`src/rtl/fetch_pkg.sv`:
```
// Shared types and constants for the instruction-fetch front end.
package fetch_pkg;

  typedef enum logic [1:0] {
    S_BOOT = 2'd0,
    S_RUN  = 2'd1,
    S_HOLD = 2'd2,
    S_HALT = 2'd3
  } fetch_state_e;

  localparam logic [31:0] NOP_INSTR = 32'h00000013;
  localparam int unsigned PC_STEP   = 32'd4;

  function automatic logic is_misaligned(input logic [1:0] pc_lsb);
    return pc_lsb != 2'b00;
  endfunction

endpackage

```
`src/rtl/fetch_unit_if.sv`:
```
// Fetch-unit bus: redirect/stall inputs, instruction memory port and IF/ID register.
// FetchMisalign exists only when FETCH_MISALIGN_CHK_EN is defined.
interface fetch_unit_if #(
  parameter int PC_W    = 9,
  parameter int INSTR_W = 32
) ();

  logic               Stall;
  logic               PcSel;
  logic [31:0]        BrPC;
  logic [PC_W-1:0]    imem_addr;
  logic [INSTR_W-1:0] imem_rdata;
  logic [PC_W-1:0]    IfId_PC;
  logic [INSTR_W-1:0] IfId_Instr;
  logic               IfId_Valid;
  logic               Flush;
`ifdef FETCH_MISALIGN_CHK_EN
  logic               FetchMisalign;
`endif

  modport master (
    input  Stall, input PcSel, input BrPC, input imem_rdata,
    output imem_addr, output IfId_PC, output IfId_Instr, output IfId_Valid, output Flush
`ifdef FETCH_MISALIGN_CHK_EN
    , output FetchMisalign
`endif
  );

  modport slave (
    output Stall, output PcSel, output BrPC, output imem_rdata,
    input  imem_addr, input IfId_PC, input IfId_Instr, input IfId_Valid, input Flush
`ifdef FETCH_MISALIGN_CHK_EN
    , input FetchMisalign
`endif
  );

endinterface

```
`src/rtl/fetch_hold_buf.sv`:
```
// One-entry hold buffer: captures the memory word that arrives while the pipe is stalled.
module fetch_hold_buf #(
  parameter int INSTR_W = 32
) (
  input  logic               clk,
  input  logic               reset,
  input  logic               capture,
  input  logic               flush,
  input  logic [INSTR_W-1:0] d_instr,
  input  logic               d_vld,
  output logic [INSTR_W-1:0] q_instr,
  output logic               q_vld
);

  logic [INSTR_W-1:0] instr_r;
  logic               vld_r;

  // Capture register; flush drops the entry so a redirect never replays it.
  always_ff @(posedge clk) begin
    if (reset) begin
      instr_r <= {INSTR_W{1'b0}};
      vld_r   <= 1'b0;
    end else if (flush) begin
      vld_r   <= 1'b0;
    end else if (capture) begin
      instr_r <= d_instr;
      vld_r   <= d_vld;
    end
  end

  assign q_instr = instr_r;
  assign q_vld   = vld_r;

endmodule

```
`src/rtl/fetch_unit.sv`:
```
// Instruction-fetch front end: PC ownership, stall hold buffer, redirect/flush, IF/ID register.
// Optional misaligned-target trap is enabled by defining FETCH_MISALIGN_CHK_EN.
module fetch_unit
  import fetch_pkg::*;
#(
  parameter int PC_W    = 9,
  parameter int INSTR_W = 32
) (
  input logic        clk,
  input logic        reset,
  fetch_unit_if.master bus
);

  localparam logic [PC_W-1:0]    STEP = PC_W'(PC_STEP);
  localparam logic [INSTR_W-1:0] NOP  = INSTR_W'(NOP_INSTR);

  fetch_state_e       state_r, state_s;
  logic [PC_W-1:0]    fetch_pc_r, fetch_pc_s;
  logic [PC_W-1:0]    req_pc_r, req_pc_s;
  logic               req_vld_r, req_vld_s;
  logic [PC_W-1:0]    ifid_pc_r, ifid_pc_s;
  logic [INSTR_W-1:0] ifid_instr_r, ifid_instr_s;
  logic               ifid_vld_r, ifid_vld_s;
  logic               buf_capture_s, buf_flush_s;
  logic [INSTR_W-1:0] buf_instr_s;
  logic               buf_vld_s;
  logic [PC_W-1:0]    target_s;
  logic               unused_brpc_s;
`ifdef FETCH_MISALIGN_CHK_EN
  logic               misalign_r, misalign_s;

  assign target_s = bus.BrPC[PC_W-1:0];
`else
  assign target_s = {bus.BrPC[PC_W-1:2], 2'b00};
`endif
  assign unused_brpc_s = ^{bus.BrPC[31:PC_W], bus.BrPC[1:0]};

  fetch_hold_buf #(.INSTR_W(INSTR_W)) u_hold_buf (
    .clk     (clk),
    .reset   (reset),
    .capture (buf_capture_s),
    .flush   (buf_flush_s),
    .d_instr (bus.imem_rdata),
    .d_vld   (req_vld_r),
    .q_instr (buf_instr_s),
    .q_vld   (buf_vld_s)
  );

  // Next-state and datapath control; halt beats redirect, redirect beats stall.
  always_comb begin
    state_s       = state_r;
    fetch_pc_s    = fetch_pc_r;
    req_pc_s      = req_pc_r;
    req_vld_s     = req_vld_r;
    ifid_pc_s     = ifid_pc_r;
    ifid_instr_s  = ifid_instr_r;
    ifid_vld_s    = ifid_vld_r;
    buf_capture_s = 1'b0;
    buf_flush_s   = 1'b0;
`ifdef FETCH_MISALIGN_CHK_EN
    misalign_s    = misalign_r;
`endif
    if (state_r == S_HALT) begin
      ifid_vld_s   = 1'b0;
      ifid_instr_s = NOP;
    end else if (bus.PcSel) begin
      buf_flush_s  = 1'b1;
      req_vld_s    = 1'b0;
      ifid_vld_s   = 1'b0;
      ifid_instr_s = NOP;
      fetch_pc_s   = target_s;
      state_s      = S_RUN;
`ifdef FETCH_MISALIGN_CHK_EN
      // A bad target freezes the fetch address where it was.
      if (is_misaligned(bus.BrPC[1:0])) begin
        misalign_s = 1'b1;
        fetch_pc_s = fetch_pc_r;
        state_s    = S_HALT;
      end else begin
        misalign_s = misalign_r;
      end
`endif
    end else begin
      case (state_r)
        S_BOOT: begin
          if (!bus.Stall) begin
            req_pc_s   = fetch_pc_r;
            req_vld_s  = 1'b1;
            fetch_pc_s = fetch_pc_r + STEP;
            state_s    = S_RUN;
          end else begin
            state_s    = S_BOOT;
          end
        end
        S_RUN: begin
          if (!bus.Stall) begin
            ifid_pc_s    = req_pc_r;
            ifid_instr_s = req_vld_r ? bus.imem_rdata : NOP;
            ifid_vld_s   = req_vld_r;
            req_pc_s     = fetch_pc_r;
            req_vld_s    = 1'b1;
            fetch_pc_s   = fetch_pc_r + STEP;
          end else begin
            // The word in flight would be lost while memory re-reads fetch_pc.
            buf_capture_s = 1'b1;
            state_s       = S_HOLD;
          end
        end
        S_HOLD: begin
          if (!bus.Stall) begin
            ifid_pc_s    = req_pc_r;
            ifid_instr_s = buf_vld_s ? buf_instr_s : NOP;
            ifid_vld_s   = buf_vld_s;
            req_pc_s     = fetch_pc_r;
            req_vld_s    = 1'b1;
            fetch_pc_s   = fetch_pc_r + STEP;
            state_s      = S_RUN;
          end else begin
            state_s      = S_HOLD;
          end
        end
        default: begin
          state_s = state_r;
        end
      endcase
    end
  end

  // State and pipeline registers.
  always_ff @(posedge clk) begin
    if (reset) begin
      state_r      <= S_BOOT;
      fetch_pc_r   <= {PC_W{1'b0}};
      req_pc_r     <= {PC_W{1'b0}};
      req_vld_r    <= 1'b0;
      ifid_pc_r    <= {PC_W{1'b0}};
      ifid_instr_r <= NOP;
      ifid_vld_r   <= 1'b0;
`ifdef FETCH_MISALIGN_CHK_EN
      misalign_r   <= 1'b0;
`endif
    end else begin
      state_r      <= state_s;
      fetch_pc_r   <= fetch_pc_s;
      req_pc_r     <= req_pc_s;
      req_vld_r    <= req_vld_s;
      ifid_pc_r    <= ifid_pc_s;
      ifid_instr_r <= ifid_instr_s;
      ifid_vld_r   <= ifid_vld_s;
`ifdef FETCH_MISALIGN_CHK_EN
      misalign_r   <= misalign_s;
`endif
    end
  end

  assign bus.imem_addr  = fetch_pc_r;
  assign bus.IfId_PC    = ifid_pc_r;
  assign bus.IfId_Instr = ifid_instr_r;
  assign bus.IfId_Valid = ifid_vld_r;
  assign bus.Flush      = bus.PcSel;
`ifdef FETCH_MISALIGN_CHK_EN
  assign bus.FetchMisalign = misalign_r;
`endif

endmodule

```
`src/flat_wrapper.sv`:
```
// flat-port wrapper written by rule: the top's interface ports become plain ports
module fetch_unit_flat import fetch_pkg::*;
#(
  parameter int PC_W    = 9,
  parameter int INSTR_W = 32
)
  (clk, reset, bus_Stall, bus_PcSel, bus_BrPC, bus_imem_rdata, bus_imem_addr, bus_IfId_PC, bus_IfId_Instr, bus_IfId_Valid, bus_Flush);
  fetch_unit_if #(.PC_W(PC_W), .INSTR_W(INSTR_W)) bus_i ();
  input logic clk;
  input logic reset;
  input wire logic [$bits(bus_i.Stall)-1:0] bus_Stall;
  input wire logic [$bits(bus_i.PcSel)-1:0] bus_PcSel;
  input wire logic [$bits(bus_i.BrPC)-1:0] bus_BrPC;
  input wire logic [$bits(bus_i.imem_rdata)-1:0] bus_imem_rdata;
  output wire logic [$bits(bus_i.imem_addr)-1:0] bus_imem_addr;
  output wire logic [$bits(bus_i.IfId_PC)-1:0] bus_IfId_PC;
  output wire logic [$bits(bus_i.IfId_Instr)-1:0] bus_IfId_Instr;
  output wire logic [$bits(bus_i.IfId_Valid)-1:0] bus_IfId_Valid;
  output wire logic [$bits(bus_i.Flush)-1:0] bus_Flush;
  assign bus_i.Stall = bus_Stall;
  assign bus_i.PcSel = bus_PcSel;
  assign bus_i.BrPC = bus_BrPC;
  assign bus_i.imem_rdata = bus_imem_rdata;
  assign bus_imem_addr = bus_i.imem_addr;
  assign bus_IfId_PC = bus_i.IfId_PC;
  assign bus_IfId_Instr = bus_i.IfId_Instr;
  assign bus_IfId_Valid = bus_i.IfId_Valid;
  assign bus_Flush = bus_i.Flush;
  fetch_unit #(.PC_W(PC_W), .INSTR_W(INSTR_W)) u_core (.clk(clk), .reset(reset), .bus(bus_i));
endmodule
```
`config.mk`:
```
export PLATFORM = sky130hd
export DESIGN_NAME = fetch_unit_flat
export DESIGN_NICKNAME = d
export VERILOG_FILES = /design/src/rtl/fetch_pkg.sv /design/src/rtl/fetch_unit_if.sv /design/src/rtl/fetch_hold_buf.sv /design/src/rtl/fetch_unit.sv /design/src/flat_wrapper.sv
export SDC_FILE = /design/constraint.sdc
export NUM_CORES = 1
export LEC_CHECK = 0
export CORE_MARGIN = 8
export CORE_UTILIZATION = 52
export DETAILED_ROUTE_END_ITERATION = 10
export PLACE_DENSITY = 0.83
export SYNTH_ARGS = -nofsm -noshare
export SYNTH_HDL_FRONTEND = slang
export SYNTH_SLANG_ARGS = --single-unit
```
`constraint.sdc`:
```
create_clock -name clk -period 5.12 [get_ports clk]
set_input_delay 0.512 -clock clk [delete_from_list [all_inputs] [get_ports clk]]
set_output_delay 0.512 -clock clk [all_outputs]
set_load 0.005 [all_outputs]
```
==> qor.csv <==
stage,metric,value,unit
clock_tree,"Clk Latency, worst-skew pair",0.35,ns
synth,number of synthesized flops with an enable pin,0,
clock_tree,CTS tree,built,
power_and_ir_drop,cell-internal power,1.02,mW
synth,Compound-Gate Fraction of Synth Area,0.212,
synth,sequential area share after synthesis,0.420,
power_and_ir_drop,net switching power,399,uW
placed_design,placed cell areas,5090,sq um
die,num rows,33,
setup_path,Setup CP Type,reg2reg,
timing,Final Hold Viols,0,
power_and_ir_drop,Pwr Total,1.42,mW
grt,largest net degree at the start of global routing,69,
route,routed vias/inst,5.67,
synth,mux cell area share after synthesis,0.0400,
layout,"most common cell after layout, fill and taps aside",dfxtp_1,
layout,P&R area growth vs syn,22.8,%
placed_design,hpwl dp,7030,um
route,Final ANT Viol Nets,0,
outcome,status,"finished, final reports clean",
clock_tree,Clock transition at path regs,0.08,ns
timing,period utilisation layout,0.624,
setup_path,CP cell instances,inv_1 -> ha_2 -> o21ba_2 -> buf_4 -> nor2_1 -> a311oi_2,
timing,Slew headroom,0.259,
grt,global-route wire length before repair,16500,um
synth,synthesized cell area,4290,sq um
clock_tree,Root Buffer Master,clkbuf_8,
power_and_ir_drop,Leak Pwr,1.64,nW
die,Initial Util,0.530,
flow_run,maxcap violations,0,
setup_path,WP data arrival,3.45,ns
clock_tree,post-cts sizing count,0,
route,DRC,0,
power_and_ir_drop,PwrDens,270,nW/um^2
power_and_ir_drop,Max VDD drop,0.000165,V
synth,XOR/XNOR share of the synthesized area,0,
power_and_ir_drop,Flop pwr share,0.530,
timing,hold slack,0.458,ns
grt,initial antenna violation count,0,
synth,adder-cell share of the synthesized area,0.0204,
layout,net count reported at finish,609,
placed_design,GPL Wtd Cong,0.815,
clock_tree,Post-CTS Setup Bufs,0,
setup_path,Critical Path End Type,register,
layout,filler instances,677,
timing,TNS Setup,0,ns
synth,warnings from Yosys,0,
synth,Post-Synth Simple-Gate Area,0.228,
placed_design,PortBufs,90,
setup_path,CP Data Required Time,5.38,ns
setup_path,CP max stage delay,0.95,ns
timing,Worst-Margin Slew,1.11,ns
die,Die Area,11400,sq um
timing,minimum clock period,3.19,ns
layout,fraction of layout cells with a size suffix above 1,0.111,
grt,GRT Overall Usage,0.173,
clock_tree,CTS Hold Bufs,0,
timing,Slew Limit Fails,0,
clock_tree,clk sink count,90,
die,core area,8090,sq um
clock_tree,CTS Buf Count,9,
route,Routed WL per cell,16.0,um
synth,"FF+latch count, synth",90,
worst_hold_path,worst hold-check path type,reg2reg,
setup_path,slowest CP cell,o21ba_2,
timing,Final Worst Setup Slack,1.93,ns
synth,fraction of registers with async set/reset,0,
synth,largest family of logic cells by synthesized area,simple AND/OR/NAND/NOR gates,
die,IO Pins,120,
setup_path,critical-path maximum fanout,68,
synth,Synth Flop Type,dfxtp_1,
layout,most frequent cells in the layout,"dfxtp_1 (90), clkdlybuf4s50_1 (89), nand2_1 (72)",
setup_path,Startpoint Class,register,
timing,Peak Freq,313,MHz
placed_design,pre-CTS WS,1.94,ns
clock_tree,CTS Buffer Depth,2,
die,Die Ht,107,um
grt,vias in the first global route,3397,
timing,RSZ-0062 raised after global routing,no,
power_and_ir_drop,Net Sw Frac,0.281,
synth,"Avg Cell Area, Syn",9.01,sq um
power_and_ir_drop,combinational power share,0.163,
timing,clock skew,0.00979,ns
grt,total global routing overflow,0,
die,Die X-Extent,107,um
route,DRT Pass-1 Iters,5,
clock_tree,depth of the CTS H-tree,3,
synth,Yosys cell types,48,
synth,synthesized instance count,476,
layout,post-route cell area,5260,sq um
layout,Inserted Diodes,0,
power_and_ir_drop,Clk pwr share,0.307,
route,drt total wl,10300,um
timing,Setup-failing EPs final,0,
route,detailed router's first-iteration violation count,194,
route,via count,3653,
==> state kept, by name (all words and copies together) (netlist names) <==
register / flops
u_core.req_vld_r: 1
u_core.u_hold_buf.q_instr: 32
u_core.bus.IfId_Instr: 32
u_core.req_pc_r: 7
u_core.bus.imem_addr: 7
u_core.state_r: 2
u_core.bus.IfId_PC: 7
u_core.u_hold_buf.q_vld: 1
u_core.bus.IfId_Valid: 1
==> power by group through the flow <==
stage	Sequential (mW)	Combinational, mW	Clock, mW
floorplan	0.763	0.147	0
global placement	0.767	0.226	0
detailed placement	0.769	0.231	0
CTS	0.752	0.232	0.447
global route	0.756	0.253	0.470
finish	0.753	0.231	0.436
==> layout make-up <==
cell class	instances	area, sq um	area share
Clock buffer	10	128	0.0242
Clock inverter	6	50.0	0.00951
Inverter	10	37.5	0.00713
Multi-Input combinational cell	327	2170	0.413
Sequential cell	90	1800	0.342
Tap cell	105	131	0.0250
Timing Repair Buffer	96	941	0.179
==> worst max-delay path, delay by kind of cell, from the launching register on <==
family	cells	cell delay (ns)
AOI/OAI and AO/OA	2	1.18
adders and majority gates	1	0.89
buffers and inverters	2	0.55
DFF	1	0.36
and+or+nand+nor	1	0.10
==> metrics by stage <==
stage / utilization / std cells
6_report: 0.650 / 644
5_1_grt: 0.650 / 644
4_1_cts: 0.650 / 644
3_5_place_dp: 0.628 / 628
3_3_place_gp: 0.628 / 628
2_1_floorplan: - / 479
==> cell families after synthesis <==
group                    Yosys count
AND/OR/NAND/NOR                  200
AO/OA/AOI/OAI                     99
flip-flops                        90
buffers and inverters             62
multiplexers                      17
adder cells (fa/ha/maj)            7
other                              1
==> worst paths after layout <==
| check | startpoint | to | slack (ns) | cells past startpoint |
|---|---|---|---|---|
| setup reg to reg | u_core.state_r[0] | u_core.bus.IfId_Instr[21] | 1.93 | 6 |
| setup / recovery | u_core.state_r[0] | u_core.bus.IfId_Instr[21] | 1.93 | 6 |
| hold reg to reg | u_core.u_hold_buf.q_instr[26] | u_core.u_hold_buf.q_instr[26] | 0.46 | 2 |
| hold / removal | u_core.u_hold_buf.q_instr[26] | u_core.u_hold_buf.q_instr[26] | 0.46 | 2 |
==> cells in the mapped netlist, types with 2 or more instances <==
cell	number	area [sq um]
mux2i_1	16	160
buf_4	13	97.6
nand2_1	72	270
buf_1	2	7.51
dfxtp_1	90	1800
o221ai_1	2	17.5
a311oi_2	29	435
a211oi_1	4	30.0
a31oi_1	3	18.8
a311oi_1	4	35.0
o21bai_1	2	15.0
nand3b_1	29	218
nor3b_1	6	45.0
nand3_1	33	165
nor2_1	49	184
nor3_1	2	10.0
o311ai_0	2	17.5
a211o_1	3	26.3
o21ai_0	2	10.0
ha_1	7	87.6
buf_2	10	50.1
buf_6	6	67.6
o21ba_2	2	20.0
a21oi_1	35	175
clkbuf_1	21	78.8
inv_1	10	37.5
==> metal layers <==
metal / routed length (um) / up-vias / global-route usage / part of all wire
met5: 0 / - / 0 / 0
met4: 87 / 0 / 0.0533 / 0.0084
met3: 606 / 8 / 0.0426 / 0.059
met2: 5250 / 97 / 0.308 / 0.51
met1: 4360 / 1756 / 0.199 / 0.42
li1: - / 1792 / - / -
(Power assumes the default switching activity.)
